$ cat config.mk
export PLATFORM = sky130hd
export DESIGN_NAME = kf76489_register_decoder
export DESIGN_NICKNAME = d
export VERILOG_FILES = /design/src/rtl/kf76489_pkg.sv /design/src/rtl/kf76489_sync2.sv /design/src/rtl/kf76489_register_decoder.sv
export SDC_FILE = /design/constraint.sdc
export NUM_CORES = 1
export LEC_CHECK = 0
export ABC_AREA = 1
export CAP_MARGIN = 20
export CORE_ASPECT_RATIO = 1.75
export CORE_MARGIN = 5
export CORE_UTILIZATION = 47
export CTS_BUF_LIST = sky130_fd_sc_hd__clkbuf_8
export DETAILED_ROUTE_END_ITERATION = 16
export PLACE_DENSITY = 0.74
export SLEW_MARGIN = 10
export SYNTH_ARGS = -nofsm -noshare
export SYNTH_HDL_FRONTEND = slang
export SYNTH_SLANG_ARGS = --single-unit
$ cat constraint.sdc
create_clock -name clock -period 2.55 [get_ports clock]
set_input_delay 0.3825 -clock clock [delete_from_list [all_inputs] [get_ports clock]]
set_output_delay 0.3825 -clock clock [all_outputs]
set_load 0.005 [all_outputs]
$ cat src/rtl/kf76489_pkg.sv
// Shared types for the KF76489 CPU register decoder: FSM states and the
// 3-bit latched register address with its eight named values.
package kf76489_pkg;

   typedef enum logic [1:0] {
      ST_IDLE    = 2'd0,
      ST_STROBE  = 2'd1,
      ST_BUSY    = 2'd2,
      ST_RELEASE = 2'd3
   } state_t;

   typedef logic [2:0] reg_addr_t;

   localparam reg_addr_t ADDR_TONE0_FREQ  = 3'b000;
   localparam reg_addr_t ADDR_TONE0_ATTEN = 3'b001;
   localparam reg_addr_t ADDR_TONE1_FREQ  = 3'b010;
   localparam reg_addr_t ADDR_TONE1_ATTEN = 3'b011;
   localparam reg_addr_t ADDR_TONE2_FREQ  = 3'b100;
   localparam reg_addr_t ADDR_TONE2_ATTEN = 3'b101;
   localparam reg_addr_t ADDR_NOISE_CTRL  = 3'b110;
   localparam reg_addr_t ADDR_NOISE_ATTEN = 3'b111;

   // TI bit order: bit 0 is the MSB, so the address field reads bits 1..3.
   function automatic reg_addr_t latch_address(input logic [7:0] byte_in);
      return {byte_in[1], byte_in[2], byte_in[3]};
   endfunction

endpackage

$ cat src/rtl/kf76489_sync2.sv
// Two-flop synchronizer for an asynchronous CPU control line, with a
// parameterized value loaded on reset.
module kf76489_sync2 #(
   parameter logic RESET_VALUE = 1'b1
) (
   input  logic clock,
   input  logic reset,
   input  logic async_in,
   output logic sync_out
);

   logic meta;

   // Two-stage capture of the asynchronous input.
   always_ff @(posedge clock or posedge reset) begin
      if (reset) begin
         meta     <= RESET_VALUE;
         sync_out <= RESET_VALUE;
      end else begin
         meta     <= async_in;
         sync_out <= meta;
      end
   end

endmodule

$ cat src/rtl/kf76489_register_decoder.sv
// CPU write interface of the KF76489: captures a byte per write, decodes it
// into one register write strobe and holds READY low for the chip wait time.
module kf76489_register_decoder
   import kf76489_pkg::*;
#(
   parameter int WAIT_CYCLES = 32
) (
   input  logic       clock,
   input  logic       reset,
   input  logic       clock_enable,
   input  logic       chip_select_n,
   input  logic       write_enable_n,
   input  logic [7:0] data_bus_in,
   output logic       ready,
   output logic [7:0] internal_data_bus,
   output logic [2:0] write_tone_frequency_low,
   output logic [2:0] write_tone_frequency_high,
   output logic [2:0] write_tone_attenuation,
   output logic       write_noise_control,
   output logic       write_noise_attenuation
);

   localparam int CW = (WAIT_CYCLES > 1) ? $clog2(WAIT_CYCLES) : 1;

   logic      chip_select_sync;
   logic      write_enable_sync;
   logic      write_request;
   state_t    state;
   reg_addr_t address;
   reg_addr_t next_address;
   logic [CW-1:0] wait_count;
   logic [2:0] next_freq_low;
   logic [2:0] next_freq_high;
   logic [2:0] next_atten;
   logic       next_noise_ctrl;
   logic       next_noise_atten;

   kf76489_sync2 #(.RESET_VALUE(1'b1)) u_sync_cs (
      .clock    (clock),
      .reset    (reset),
      .async_in (chip_select_n),
      .sync_out (chip_select_sync)
   );

   kf76489_sync2 #(.RESET_VALUE(1'b1)) u_sync_we (
      .clock    (clock),
      .reset    (reset),
      .async_in (write_enable_n),
      .sync_out (write_enable_sync)
   );

   assign write_request = ~chip_select_sync & ~write_enable_sync;

   // Decode the strobe the incoming byte will fire against the address it leaves latched.
   always_comb begin
      next_address     = data_bus_in[0] ? latch_address(data_bus_in) : address;
      next_freq_low    = 3'b000;
      next_freq_high   = 3'b000;
      next_atten       = 3'b000;
      next_noise_ctrl  = 1'b0;
      next_noise_atten = 1'b0;
      case (next_address)
         ADDR_NOISE_CTRL:  next_noise_ctrl  = 1'b1;
         ADDR_NOISE_ATTEN: next_noise_atten = 1'b1;
         default: begin
            if (next_address[0]) begin
               next_atten[next_address[2:1]] = 1'b1;
            end else if (data_bus_in[0]) begin
               next_freq_low[next_address[2:1]] = 1'b1;
            end else begin
               next_freq_high[next_address[2:1]] = 1'b1;
            end
         end
      endcase
   end

   // Write handshake FSM; strobes are registered so they are high exactly during STROBE.
   always_ff @(posedge clock or posedge reset) begin
      if (reset) begin
         state                     <= ST_IDLE;
         ready                     <= 1'b1;
         internal_data_bus         <= 8'h00;
         address                   <= ADDR_TONE0_FREQ;
         wait_count                <= '0;
         write_tone_frequency_low  <= 3'b000;
         write_tone_frequency_high <= 3'b000;
         write_tone_attenuation    <= 3'b000;
         write_noise_control       <= 1'b0;
         write_noise_attenuation   <= 1'b0;
      end else begin
         write_tone_frequency_low  <= 3'b000;
         write_tone_frequency_high <= 3'b000;
         write_tone_attenuation    <= 3'b000;
         write_noise_control       <= 1'b0;
         write_noise_attenuation   <= 1'b0;
         case (state)
            ST_IDLE: begin
               if (write_request) begin
                  internal_data_bus         <= data_bus_in;
                  address                   <= next_address;
                  write_tone_frequency_low  <= next_freq_low;
                  write_tone_frequency_high <= next_freq_high;
                  write_tone_attenuation    <= next_atten;
                  write_noise_control       <= next_noise_ctrl;
                  write_noise_attenuation   <= next_noise_atten;
                  ready                     <= 1'b0;
                  state                     <= ST_STROBE;
               end
            end
            ST_STROBE: begin
               wait_count <= CW'(WAIT_CYCLES - 1);
               state      <= ST_BUSY;
            end
            ST_BUSY: begin
               if (clock_enable) begin
                  if (wait_count == '0) begin
                     ready <= 1'b1;
                     state <= ST_RELEASE;
                  end else begin
                     wait_count <= wait_count - 1'b1;
                  end
               end
            end
            ST_RELEASE: begin
               // A held write must be released before the next one is accepted.
               if (!write_request) begin
                  state <= ST_IDLE;
               end
            end
            default: begin
               state <= ST_IDLE;
               ready <= 1'b1;
            end
         endcase
      end
   end

endmodule

* Word level (Yosys, flattened, before mapping)
Cells that the tools add are included.
** Operators by class
- Add/sub/neg operators :: 1
- Eq/ne operators :: 10
- Reduce and logical (&&, ||, !) cells :: 10
- Muxes and demuxes :: 35
- $lt $le $gt $ge :: 2
- Bitwise logic cells :: 3
** Operators by type and width (number)
- $mux W3 :: 15
- $mux W1 :: 10
- $mux W5 :: 2
- $ne A2 B2 Y1 const B :: 5
- $pmux W5 S2 :: 1
- $mux W2 :: 4
- $pmux W2 S4 :: 1
- $reduce_and A4 Y1 :: 2
- $eq A3 B3 Y1 const B :: 2
- $logic_not A5 Y1 :: 1
- $sub A5 B1 Y5 const B :: 1
- $eq A2 B2 Y1 const B :: 2
- $reduce_bool A2 Y1 :: 2
- $lt A2 B3 Y1 const B :: 1
- $reduce_and A3 Y1 :: 1
- $demux W1 S2 :: 1
- $eq A2 B1 Y1 const B :: 1
- $ge A2 B1 Y1 const B :: 1
- $logic_not A2 Y1 :: 1
- $not A1 Y1 :: 2
- $pmux W1 S2 :: 1
- $reduce_and A2 Y1 :: 1
- $reduce_or A2 Y1 :: 1
- $and A1 B1 Y1 :: 1
- $logic_and A1 B1 Y1 :: 1
** Storage, ports and cells
- Output and inout bits :: 20
- Bits of input ports :: 13
- Logic and storage cells :: 75
- Bits in registers :: 34

* Logic depth before layout (Yosys ltp)
- Depth in word-level cells :: 10
- Depth in mapped cells :: 9
- Mapped depth without buffers :: 8

* Hierarchy
From an unflattened synthesis, not the netlist that was laid out.
** Unflattened totals
- Cells, all modules :: 169
- Area, all modules :: 1546.5 um^2
** Modules (own cells, without submodules)
- kf76489_register_decoder :: area an instance 1433.9 um^2, instances 1, cells an instance 163, seq. area each 752.0 um^2
- kf76489_sync2 :: area an instance 56.3 um^2, instances 2, cells an instance 3, seq. area each 52.6 um^2

* Worst setup path before layout
Ideal clock, no wire load.
- Kind :: reg-to-reg
- From :: register state[0]
- To :: register state[0]
- Setup slack :: 1.233 ns
- Data arrival time :: 1.200 ns
- Library setup time :: 0.117 ns
- Cell stages (with the launch flop) :: 10
- Required time :: 2.433 ns
- Cell sequence :: dfrtp_1 -> inv_1 -> ha_1 -> buf_6 -> nand2_4 -> inv_2 -> nor2_2 -> nand3_2 -> nand2_1 -> nand2_1
** On the way
- Longest elaborated chain between the ends :: 3
- Elaborated cells on any way between the ends :: 10
- Classes of those cells :: 7 x eq/ne; 1 x mux; 2 x reduce/logical
** RTL lines
- from (decl) :: RTL line kf76489_register_decoder.sv:28 : state_t state;
- from (signal assigned) :: RTL line kf76489_register_decoder.sv:80 : state <= ST_IDLE;
- from (signal assigned) :: RTL line kf76489_register_decoder.sv:107 : state <= ST_STROBE;
- from (signal assigned) :: RTL line kf76489_register_decoder.sv:112 : state <= ST_BUSY;
- $eq A2 B2 Y1 / $logic_not A2 Y1 (equally long branches) :: RTL line kf76489_register_decoder.sv:96 : case (state)
- $ne A2 B2 Y1 (no source line)
- $reduce_and A4 Y1 (no source line)
Several ways; a longest one is shown, not always the timed one.
A chain may end at the register's enable or synchronous reset.

* Worst setup path in the final report
- From :: register ready
- To :: output ready
** RTL lines
- from (decl) :: RTL line kf76489_register_decoder.sv:14 : output logic ready,
- from (signal assigned) :: RTL line kf76489_register_decoder.sv:81 : ready <= 1'b1;
- from (signal assigned) :: RTL line kf76489_register_decoder.sv:106 : ready <= 1'b0;
- from (signal assigned) :: RTL line kf76489_register_decoder.sv:117 : ready <= 1'b1;
No word-level cell between the ends.

==> run metrics <==
outcome complete, no violations; Clock Skews 0.004934 ns; Max transition margin 70.23%; DRC 0; fraction of layout cells with a size suffix above 1 18.01%; routed wire length 3.051 mm; Power Total 2.120 mW; largest net degree at the start of global routing 35; Buf/Inv on CP 1; GRT Util Overall 15.34%; Antenna diodes 0; end point of the worst hold path u_sync_we.sync_out; CTS clk-pin slew, worst paths 0.06 ns; crit-path max FO 2; commonest non-fill, non-tap cell in the layout nand2_1; CTS sink cnt 34; crit path time final 1.688 ns; r2r setup slk 0.97 ns; HPWL after DPL 2.401 mm; Core Box Area 0.003176 mm2; Net Count, Synth 191; Syn Std Cell Area ~0.0016 mm2; fin nets 229; Crit Path Class register to output port; root buffer cell clkbuf_8; hold path depth 0; Seq cells post-synth 34; Reg2Reg Depth 7; Max Buffers Root-to-Sink 2; Worst Path Arrival 1.31 ns; max incr delay on CP 0.54 ns; Area growth, synth to finish 29.14%; port bufs 32; Num CTS Buffers 5; cell taking the most area after synthesis dfrtp_1; Post-CTS Setup Bufs 0; Die H approximately 86 um; GR Overflow Total 0; clk_lat worst skew around 0.28 ns; post-cts hold buffer count 0; vias in the first global route 1,269; vias per cell 4.713; most frequent cells in the layout nand2_1 (53), clkdlybuf4s50_1 (32), dfrtp_1 (29); die area 0.004646 mm2; MaxCap Viol Count 0; Fin. Hold Viols 0; unrepaired setup endpoints after global routing no; Fin Hold WS 0.3573 ns; worst-path cell chain clkdlybuf4s50_1; Seq/Total Area, Yosys 54.54%; fmax 592.5 MHz; HP Start u_sync_we.meta; P_leak 1.005 nW; CTS tree yes; peak supply drop 0.6526 mV; first-pass GRT wire length 5.313 mm; Wirelength per Cell 12.01 um; Avg Cell Area, Syn 9.137 um2; Worst setup EP type output port; IO Pins 33; slowest CP cell dfstp_2; Setup-failing EPs final 0; initial core utilization 49.49%; Worst Path Required 2.17 ns; routed vias 1,197; top cells by area, synth dfrtp_1 (46%), nand2_1 (13%), dfstp_2 (8.4%); synth warn 0; RePlAce Congestion 0.7351; Row Count 27; worst r2r src state[0]; post-cts sizing count 0; Gate Count Post-Synth 172; Starting DRT DRC Count 27; top cell type's share of synthesized area 46.18%; final slew viol count 0; Chip Width approximately 54 um; Hold Path Class register to register; Setup Total Neg Slack 0 ns; Tcrit/Tclk final 66.19%; CP top delay family flip-flops; initial antenna violation count 0; Startpoint Class register; synth unique cells 23; PwrDens roughly 1000 mW/mm2; htree depth 2; First-pass DRT Iterations 4; Routed Antenna Nets 0; Critical R2R Capture wait_count[4]; Worst Tran Pin Value 0.4466 ns
cell families (layout without fill, tap and decap cells):
| kind of cell | Yosys count | count (layout) | synth area share [%] |
|---|---|---|---|
| simple gates | 98 | 98 | 29.22 |
| flops | 34 | 34 | 54.54 |
| buf+inv | 23 | 62 | 6.529 |
| compound gates | 11 | 11 | 4.936 |
| fa+ha+maj | 6 | 6 | 4.777 |
per-layer routing:
| metal | share of wire (%) | wire length [um] | track usage (%) |
|---|---|---|---|
| met1 | 38 | 1145 | 16.01 |
| met2 | 55 | 1670 | 26.05 |
| met3 | 5.7 | 173 | 5.336 |
| met4 | 2.0 | 61 | 7.674 |
| met5 | 0 | 0 | 0 |
cell type report:
class	count	area [um2]
Fill cell	277	1146
Sequential cell	34	857.1
Multi-Input combinational cell	115	611.8
Timing Repair Buffer	33	327.8
Inverter	21	83.83
Clock buffer	6	82.58
Tap cell	43	53.80
Clock inverter	2	12.51
synthesized netlist by cell type:
library cell  instances
buf_6                 1
or2_1                 2
nor2_4                1
nand2_4               4
nand3_1              10
nor2_2                3
nand2_2               3
nand4_1               1
o21ai_1               3
clkinv_1              1
o21ai_0               2
dfrtp_1              29
ha_1                  6
buf_4                 1
inv_2                 3
a21oi_2               2
nand2_1              53
o21ai_2               4
nor2_1               18
clkinv_4              1
nand3_2               3
dfstp_2               5
inv_1                16
sequential cells by signal, indices dropped and copies added (netlist names):
register	cells
write_tone_frequency_high	3
state	2
ready	1
u_sync_cs.meta	1
write_tone_attenuation	3
u_sync_cs.sync_out	1
write_tone_frequency_low	3
address	3
internal_data_bus	8
u_sync_we.meta	1
wait_count	5
u_sync_we.sync_out	1
write_noise_control	1
write_noise_attenuation	1
worst max path at each step:
| stage | start | to | depth (start not counted) |
|---|---|---|---|
| 2_1_floorplan | state[0] | state[0] | 9 |
| 3_3_place_gp | data_bus_in[0] | write_tone_frequency_high[1] | 6 |
| 3_5_place_dp | state[0] | wait_count[4] | 7 |
| 4_1_cts | ready | ready | 1 |
| 5_1_grt | state[0] | wait_count[4] | 7 |
| 6_report | ready | ready | 1 |
per-stage QoR:
step,worst slack (ns),utilization [%],instance area (um2),instances
finish,0.8623,63.91,2029,254
global route,0.8104,63.91,2029,254
CTS,0.8501,63.91,2029,254
detailed placement,0.9725,60.91,1934,246
global placement,1.029,60.91,1934,246
floorplan,1.233,-,1572,172
report_power, final:
part | internal [mW] | total [mW] | switching (mW)
clock | 0.217 | 0.402 | 0.185
combinational | 0.396 | 0.902 | 0.506
sequential | 0.705 | 0.816 | 0.111
total | 1.32 | 2.12 | 0.803
No activity file was read; power rests on OpenSTA's default activity.
